File: config.mk
export PLATFORM = sky130hd
export DESIGN_NAME = conv3x3_acc
export DESIGN_NICKNAME = d
export VERILOG_FILES = /design/src/rtl/conv3x3_acc_pkg.sv /design/src/rtl/conv3x3_acc_dot.sv /design/src/rtl/conv3x3_acc.sv
export SDC_FILE = /design/constraint.sdc
export NUM_CORES = 2
export LEC_CHECK = 0
export BUFFER_PORTS_ARGS = -buffer_cell sky130_fd_sc_hd__buf_2
export CAP_MARGIN = 20
export CORE_MARGIN = 1.5
export CORE_UTILIZATION = 60
export DETAILED_ROUTE_END_ITERATION = 8
export HOLD_SLACK_MARGIN = 0.03
export PLACE_DENSITY = 0.77
export RECOVER_POWER = 25
export SLEW_MARGIN = 20
export SYNTH_ARGS = -nofsm -noshare
export SYNTH_HDL_FRONTEND = slang
export SYNTH_SLANG_ARGS = --single-unit
File: constraint.sdc
create_clock -name clk -period 11.7 [get_ports clk]
set_input_delay 2.34 -clock clk [delete_from_list [all_inputs] [get_ports clk]]
set_output_delay 2.34 -clock clk [all_outputs]
set_load 0.01 [all_outputs]
File: src/rtl/conv3x3_acc_pkg.sv
// Shared definitions for the 3x3 convolution accumulator.
//   BYTE_W : width of one window pixel / kernel tap
//   TAPS   : taps per 3x3 window
//   WIN_W  : packed window / kernel width (TAPS * BYTE_W)
//   PROD_W : unsigned pixel x signed tap product width
//   SUM_W  : width of the nine-product sum
//   CNT_W  : width of the job configuration counters
//   state_t: FSM state encoding
package conv3x3_acc_pkg;

  localparam int BYTE_W = 8;
  localparam int TAPS   = 9;
  localparam int WIN_W  = BYTE_W * TAPS;
  localparam int PROD_W = 17;
  localparam int SUM_W  = 21;
  localparam int CNT_W  = 16;

  typedef enum logic {
    ST_IDLE = 1'b0,
    ST_RUN  = 1'b1
  } state_t;

endpackage

File: src/rtl/conv3x3_acc_dot.sv
// conv3x3_dot: two-stage registered 3x3 dot product.
//   Stage 1 registers nine products pixel(unsigned 8b) x tap(signed 8b).
//   Stage 2 registers their sign-extended sum. Both stages hold when en=0.
// Ports:
//   clk, reset_n : clock, synchronous active-low reset (clears both stages)
//   en           : pipeline advance
//   pix          : window, pixel k = pix[8k+7:8k]
//   taps         : kernel, tap k = taps[8k+7:8k]
//   sum          : registered dot product, valid two enabled cycles after input
module conv3x3_dot
  import conv3x3_acc_pkg::*;
(
  input  logic                    clk,
  input  logic                    reset_n,
  input  logic                    en,
  input  logic [WIN_W-1:0]        pix,
  input  logic [WIN_W-1:0]        taps,
  output logic signed [SUM_W-1:0] sum
);

  logic signed [PROD_W-1:0] prod_d [TAPS];
  logic signed [PROD_W-1:0] prod_q [TAPS];
  logic signed [SUM_W-1:0]  sum_d;

  // Pixel is zero-extended and tap sign-extended to the product width so the
  // signed multiply covers 255 x -128 .. 255 x 127 without loss.
  always_comb begin
    for (int k = 0; k < TAPS; k++) begin
      prod_d[k] = $signed({{(PROD_W-BYTE_W){1'b0}}, pix[k*BYTE_W +: BYTE_W]})
                * $signed({{(PROD_W-BYTE_W){taps[k*BYTE_W+BYTE_W-1]}},
                           taps[k*BYTE_W +: BYTE_W]});
    end
  end

  always_comb begin
    sum_d = '0;
    for (int k = 0; k < TAPS; k++) begin
      sum_d = sum_d + $signed({{(SUM_W-PROD_W){prod_q[k][PROD_W-1]}}, prod_q[k]});
    end
  end

  always_ff @(posedge clk) begin
    if (!reset_n) begin
      for (int k = 0; k < TAPS; k++) prod_q[k] <= '0;
      sum <= '0;
    end else if (en) begin
      for (int k = 0; k < TAPS; k++) prod_q[k] <= prod_d[k];
      sum <= sum_d;
    end
  end

endmodule

File: src/rtl/conv3x3_acc.sv
// conv3x3_acc: streams 3x3 windows, one per input channel, multiplies each by
// that channel's stored kernel and accumulates across channels to produce one
// signed result per output pixel.
// Ports:
//   clk, reset_n        : clock, synchronous active-low reset
//   start               : one-cycle pulse in IDLE, latches config and runs a job
//   no_of_input_layers  : channels per output pixel (1..MAX_CH)
//   out_pixel_count     : output pixels per job (>=1)
//   wgt_wr_en/addr/data : kernel write port, honoured only in IDLE
//   win_data/valid/rdy  : window input stream
//   acc_data/valid/rdy  : result output stream
//   busy                : job in progress
//   done                : pulses with the handshake of the job's last result
//   fsm_state           : current FSM state (observability)
// Handshake rule (both streams): a transfer happens on the rising edge where
// valid && rdy; valid, once raised, holds with stable data until that edge.
module conv3x3_acc
  import conv3x3_acc_pkg::*;
#(
  parameter int ACC_W  = 32,
  parameter int MAX_CH = 16
)(
  input  logic                       clk,
  input  logic                       reset_n,
  input  logic                       start,
  input  logic [CNT_W-1:0]           no_of_input_layers,
  input  logic [CNT_W-1:0]           out_pixel_count,
  input  logic                       wgt_wr_en,
  input  logic [$clog2(MAX_CH)-1:0]  wgt_wr_addr,
  input  logic [WIN_W-1:0]           wgt_wr_data,
  input  logic [WIN_W-1:0]           win_data,
  input  logic                       win_valid,
  output logic                       win_rdy,
  output logic signed [ACC_W-1:0]    acc_data,
  output logic                       acc_valid,
  input  logic                       acc_rdy,
  output logic                       busy,
  output logic                       done,
  output state_t                     fsm_state
);

  localparam int AW = $clog2(MAX_CH);

  state_t state_q, state_d;

  logic [CNT_W-1:0] n_q;      // channels per pixel
  logic [CNT_W-1:0] cnt_q;    // pixels per job
  logic [CNT_W-1:0] ch_q;     // channel of the next window
  logic [CNT_W-1:0] pix_q;    // pixels whose windows are all accepted
  logic [CNT_W-1:0] res_q;    // results handed downstream

  logic [WIN_W-1:0] wgt_mem [MAX_CH];

  logic advance;
  logic accept;
  logic ch_last;
  logic out_hs;

  // Stage tags travelling beside the dot-product pipeline.
  logic v1, f1, l1;
  logic v2, f2, l2;

  logic signed [SUM_W-1:0] sum2;
  logic signed [ACC_W-1:0] sum_ext;
  logic signed [ACC_W-1:0] acc_q;
  logic signed [ACC_W-1:0] acc_next;

  // Everything moves together unless a result is parked waiting for acc_rdy.
  assign advance = !(acc_valid && !acc_rdy);
  assign accept  = win_valid && win_rdy;
  assign ch_last = (ch_q == n_q - 1'b1);
  assign out_hs  = acc_valid && acc_rdy;

  assign fsm_state = state_q;

  // ---------------------------------------------------------------- FSM
  always_ff @(posedge clk) begin
    if (!reset_n) state_q <= ST_IDLE;
    else          state_q <= state_d;
  end

  always_comb begin
    state_d = state_q;
    busy    = 1'b0;
    done    = 1'b0;
    win_rdy = 1'b0;
    unique case (state_q)
      ST_IDLE: begin
        if (start) state_d = ST_RUN;
      end
      ST_RUN: begin
        busy = 1'b1;
        // pix_q < cnt_q is the same as "accepted windows < N * pixels"
        // because the channel counter wraps once per pixel.
        win_rdy = advance && (pix_q < cnt_q);
        if (out_hs && (res_q == cnt_q - 1'b1)) begin
          done    = 1'b1;
          state_d = ST_IDLE;
        end
      end
      default: state_d = ST_IDLE;
    endcase
  end

  // ------------------------------------------------------- job counters
  always_ff @(posedge clk) begin
    if (!reset_n) begin
      n_q   <= '0;
      cnt_q <= '0;
      ch_q  <= '0;
      pix_q <= '0;
      res_q <= '0;
    end else if (state_q == ST_IDLE && start) begin
      n_q   <= no_of_input_layers;
      cnt_q <= out_pixel_count;
      ch_q  <= '0;
      pix_q <= '0;
      res_q <= '0;
    end else begin
      if (accept) begin
        if (ch_last) begin
          ch_q  <= '0;
          pix_q <= pix_q + 1'b1;
        end else begin
          ch_q  <= ch_q + 1'b1;
        end
      end
      if (out_hs) res_q <= res_q + 1'b1;
    end
  end

  // ----------------------------------------------------- kernel storage
  // Deliberately not reset: kernels survive a mid-job reset.
  always_ff @(posedge clk) begin
    if (wgt_wr_en && state_q == ST_IDLE) wgt_mem[wgt_wr_addr] <= wgt_wr_data;
  end

  // ------------------------------------------------- stages 1 and 2
  conv3x3_dot u_dot (
    .clk     (clk),
    .reset_n (reset_n),
    .en      (advance),
    .pix     (win_data),
    .taps    (wgt_mem[ch_q[AW-1:0]]),
    .sum     (sum2)
  );

  // ------------------------------------------------------- stage 3
  assign sum_ext  = {{(ACC_W-SUM_W){sum2[SUM_W-1]}}, sum2};
  assign acc_next = f2 ? sum_ext : acc_q + sum_ext;

  always_ff @(posedge clk) begin
    if (!reset_n) begin
      v1        <= 1'b0;
      f1        <= 1'b0;
      l1        <= 1'b0;
      v2        <= 1'b0;
      f2        <= 1'b0;
      l2        <= 1'b0;
      acc_q     <= '0;
      acc_data  <= '0;
      acc_valid <= 1'b0;
    end else if (advance) begin
      v1 <= accept;
      f1 <= (ch_q == '0);
      l1 <= ch_last;
      v2 <= v1;
      f2 <= f1;
      l2 <= l1;
      if (v2) acc_q <= acc_next;
      // A handshake and a fresh result in the same cycle simply reload.
      acc_valid <= v2 && l2;
      if (v2 && l2) acc_data <= acc_next;
    end
  end

endmodule

Word-level counts from Yosys, hierarchy flattened --
Memories as Yosys holds them, arrays and structs flattened. A register that Yosys moved wholly into a read port is not among the register bits. Index checks and enable logic that the tools add are counted.
Word-level totals: flip-flop bits (word level) 173, RAM bits 1305, bits of input ports 186, output and inout bits 37, word-level logic and storage cells 97, memories 2
Cells by class: add/sub/neg operators 14, multipliers 9, magnitude comparators 1, equal/unequal tests 2, muxes and demuxes 26, bitwise logic cells 12, reductions and logical operators 15
Memory list:
- wgt_mem | depth 16, bits a word 72, rd ports 1, clocked after Yosys merged registers in 1, wr ports 1, RTL line conv3x3_acc.sv:52 | logic [WIN_W-1:0] wgt_mem [MAX_CH];
- u_dot.prod_q | depth 9, bits a word 17, rd ports 9, clocked after Yosys merged registers in 0, wr ports 9, RTL line conv3x3_acc_dot.sv:22 | logic signed [PROD_W-1:0] prod_q [TAPS];
Operators by type and width (count):
- 9-bit by 8-bit multiplier with 17-bit output | 9
- 17-bit 2-to-1 mux | 9
- 21-bit by 17-bit adder with 21-bit output | 6
- 16-bit by 1-bit adder with 16-bit output (second input constant) | 3
- 32-bit by 21-bit adder with 32-bit output | 1
- 16-bit equality test | 2
- 32-bit 2-to-1 mux | 1
- 16-bit by 1-bit subtractor with 16-bit output (second input constant) | 2
- 18-bit by 17-bit adder with 19-bit output | 1
- 17-bit by 17-bit adder with 18-bit output | 1
- 16-bit zero test | 1
- 16-bit less-than comparator | 1
- 16-bit 2-to-1 mux | 1
- 1-bit 2-to-1 mux | 12
- 1-bit OR | 9
- 1-bit logical AND | 8
- 4-bit 2-to-1 mux | 2
- 2-bit AND reduction | 3
- 1-bit inverter | 3
- 1-bit zero test | 2
- 1-bit one-hot mux with 2 select lines | 1
- 2-bit OR reduction | 1

Depth between registers and ports, before layout --
depth after elaboration 8, depth in mapped cells 27, depth with buffers taken out 27

Hierarchy --
Synthesis repeated with hierarchy kept, for this count alone.
Second synthesis, totals: cells, all modules 5946, area, all modules 82435.3 um^2
Modules (own cells, without submodules):
- conv3x3_acc | instances 1, cells an instance 2819, area an instance 52560.4 um^2, sequential area each 37716.2 um^2
- conv3x3_dot | instances 1, cells an instance 3127, area an instance 29874.9 um^2, sequential area each 5014.8 um^2

Worst setup path after synthesis --
Ideal clock, no wire load.
kind input port to flip-flop, start point input wgt_wr_en, end point memory wgt_mem[4][0] (netlist name), enable pin, setup time 0.592 ns, arrival time 7.781 ns, required time 11.108 ns, path slack 3.327 ns, cell stages on the path 3, buffers on the path 0, cell sequence nand2b_1 -> or3b_2 -> nor3_1
On the way: word-level cells in the longest chain between the ends 3
Ends and longest elaborated chain:
- start, declared | RTL line conv3x3_acc.sv:28 | input logic wgt_wr_en,
- 1-bit logical AND | RTL line conv3x3_acc.sv:135 | if (wgt_wr_en && state_q == ST_IDLE) wgt_mem[wgt_wr_addr] <= wgt_wr_data;
- 1-bit 2-to-1 mux | RTL line conv3x3_acc.sv:135
- 1-bit 2-to-1 mux (implied by the code) | RTL line conv3x3_acc.sv:135
- end, declared | RTL line conv3x3_acc.sv:52
No other way between the ends.

==> metrics <==
Synthesized Nets=approximately 6900; Worst VDD drop=0.000688 V; Fin Hold WS=~460 ps; port buffer count=222; Top FF cell, synth=edfxtp_1; final worst slack=between 3000 and 4000 ps; Crit path buffers/inverters=4; Clock Path Buffers=3; fin. max-slew vios=0; grt total ovfl=0; top routing layer in use=met5; total wire length=207000 um; Final Hold Vio Count=0; Core ar.=between 100000 and 150000 um^2; CP arrival=between 8000 and 9000 ps; clock sink count=1482; DRC violations left=0; routed len/inst=25.9 um; largest net degree at the start of global routing=108; dpl ws=roughly 4000 ps; Synth Cell Area=81300 um^2; area of the die=138000 um^2; Layout Nets=~7100; Slew HR=26.8%; overall global routing resource usage=a little under a third; num ports=approximately 220; Sum Neg Setup Slack=0 ps; Clk Latency, worst-skew pair=between 800 and 900 ps; total CTS buffers=between 100 and 150; first-pass GRT wire length=about 300000 um; Post-synth top cells=edfxtp_1, inv_1, ha_1; largest area contributor in the netlist=edfxtp_1; most frequent CP cell=fa_1; Worst path max stage delay=approximately 760 ps; Die Y=between 300 and 400 um; synthesized instance count=5763; critical path launch point type=register; min cycle time layout=7710 ps; final period utilization=between 60 and 70%; root buf cell=clkbuf_16; Seq/Total Area, Yosys=between 50% and 60%; antenna violations before repair=73; RSZ-0062 raised after global routing=false; met1 WL=around 77000 um; top-count cell post-synth=edfxtp_1; FF+latch count, synth=around 1500; power density cells=~230 nW/um^2; Reg clk slew, reported paths=70 ps; post-CTS sizing=0; Max Cap Viol=0; Avg Inst Size Synth=approximately 14 um^2; crit-path max FO=46; CTS tree=done; Largest delay share family, worst path=adder cells; status=completed; initial core utilization=between 60% and 70%; WL met2=102000 um; Synth cell types=around 70; DIE WIDTH=371 um; routability cong.=between 0.9 and 1; Post-synth EDFFs=1305; share of the synthesized area in the top cell type=between 40 and 50%; Crit path required time=approximately 12000 ps; crit-path cells=buf_4 -> buf_4 -> mux4_2 -> mux4_2 -> and2_1 -> fa_1 -> inv_1 -> fa_1 -> inv_1 -> fa_1 -> fa_1 -> ha_1 -> o21ai_0 -> a21oi_1 -> o21ai_0 -> a21boi_0 -> o2111ai_1 -> a31oi_1 -> xnor2_1 -> nor2_1; min-delay worst type=register to register; Final Skew=between 50 and 60 ps; via count=approximately 50000; layout cells sized above 1=roughly 14%; Post-DRT Antenna Nets=0; maximum clock frequency=roughly 130 MHz; DRT iter0 DRCs=about 5400; drt first pass iters=5; postcts setup bufs=0; met3 routed WL=18900 um; share of flip-flops with an asynchronous set or reset=0%; Leakage=~35 nW; row cnt=134; final setup vio count=0; Area Overhead vs Synth=10.3%; vias in the first global route=just under 50000; Worst-Margin Slew=approximately 1100 ps; Crit. End Element=register; Post-DP HPWL=roughly 130000 um; Synth warnings=0; cts-stage hold buffer count=0; ranking of synthesized cells by area=edfxtp_1, fa_1, mux4_2; slowest CP cell=buf_4; Setup Crit Path Kind=register to register; vias per inst=~6.1; CTS H-tree depth=4
tightest hold or removal path: stages, from the launching register on:
cell and delay, ps:
dfxtp_1 310, nand2_1 50, a21oi_1 50
metrics by stage:
stage | instances | area (um^2) | util, % | total power, mW
after global placement | 7646 | 84600 | 63.1 | 15.7
after detailed placement | 7647 | 84600 | 63.2 | 16.0
final | 7970 | 89700 | 66.9 | 20.9
after global routing | 7945 | 89600 | 66.9 | 22.5
after CTS | 7922 | 89600 | 66.9 | 21.0
after floorplan | 5763 | 81300 | - | 13.9
path summary, 6_finish.rpt:
check	start	end	slack (ps)	depth (start not counted)
worst max-delay path	register	u_dot.prod_q[4][16]	3990	20
worst min-delay path	acc_q[8]	acc_q[8]	460	2
worst max register to register	register	u_dot.prod_q[4][16]	3990	20
worst min register to register	acc_q[8]	acc_q[8]	460	2
power breakdown:
group	internal (mW)	total, mW	switching, mW
combinational	4.23	9.70	5.47
clock	2.72	4.87	2.16
sequential	6.12	6.28	0.164
total	13.1	20.9	7.79
registers in the layout (all words and copies together), names as in the netlist, 16 cells and up, named ones only:
| signal | cells |
|---|---|
| n_q | 16 |
| ch_q | 16 |
| wgt_mem | 1152 |
| acc_q | 32 |
| u_dot.sum | 21 |
| acc_data | 32 |
| u_dot.prod_q | 153 |
| pix_q | 16 |
| cnt_q | 16 |
| res_q | 16 |
final cells by class:
type,instances,area (um^2)
Fill cell,8962,44300
Sequential cell,1482,42700
Multi-Input combinational cell,3464,35600
Clock buffer,176,3850
Inverter,654,2460
Tap cell,1768,2210
Timing Repair Buffer,279,1520
Clock inverter,99,1150
Antenna cell,48,120
per-layer routing:
layer	up-vias	global-route usage, %
met5	-	0
met4	16	12.5
met3	428	6.04
met2	2416	50.7
met1	24758	39.3
li1	21269	-
cell usage in the layout (no fill, tap or decap), types with 18 or more instances in the layout:
| cell | synthesis | final |
|---|---|---|
| buf_4 | 1 | 53 |
| nor3_1 | 91 | 87 |
| nand2b_1 | 82 | 81 |
| clkbuf_1 | 129 | 80 |
| clkinv_1 | 0 | 22 |
| diode_2 | 0 | 48 |
| and2_1 | 329 | 328 |
| o21ai_0 | 136 | 136 |
| or3_1 | 29 | 29 |
| nand4_1 | 26 | 26 |
| buf_2 | 0 | 167 |
| a21o_1 | 55 | 55 |
| nor2_1 | 276 | 263 |
| clkinv_2 | 0 | 35 |
| mux4_2 | 360 | 360 |
| xor2_1 | 99 | 99 |
| fa_1 | 445 | 445 |
| o21a_1 | 18 | 18 |
| nand2_1 | 386 | 384 |
| inv_1 | 653 | 652 |
| a21oi_1 | 175 | 175 |
| and3_1 | 76 | 76 |
| nand3_1 | 51 | 51 |
| clkbuf_16 | 0 | 149 |
| ha_1 | 478 | 478 |
| xnor2_1 | 114 | 114 |
| nor2b_1 | 28 | 27 |
| edfxtp_1 | 1305 | 1305 |
| dfxtp_1 | 177 | 172 |
cells by family (layout without fill, tap and decap cells):
kind of cell    count (synthesis)  after routing  share of synthesized area, %
flops                        1482           1482                          52.6
simple gates                 1427           1427                          8.84
fa+ha+maj                     923            923                          18.3
buf+inv                       817           1208                          3.80
compound gates                524            524                          3.99
mux                           377            377                          10.2
xor+xnor                      213            213                          2.30
other cells                     0             48                             0
Power figures use the tool's default switching activity.
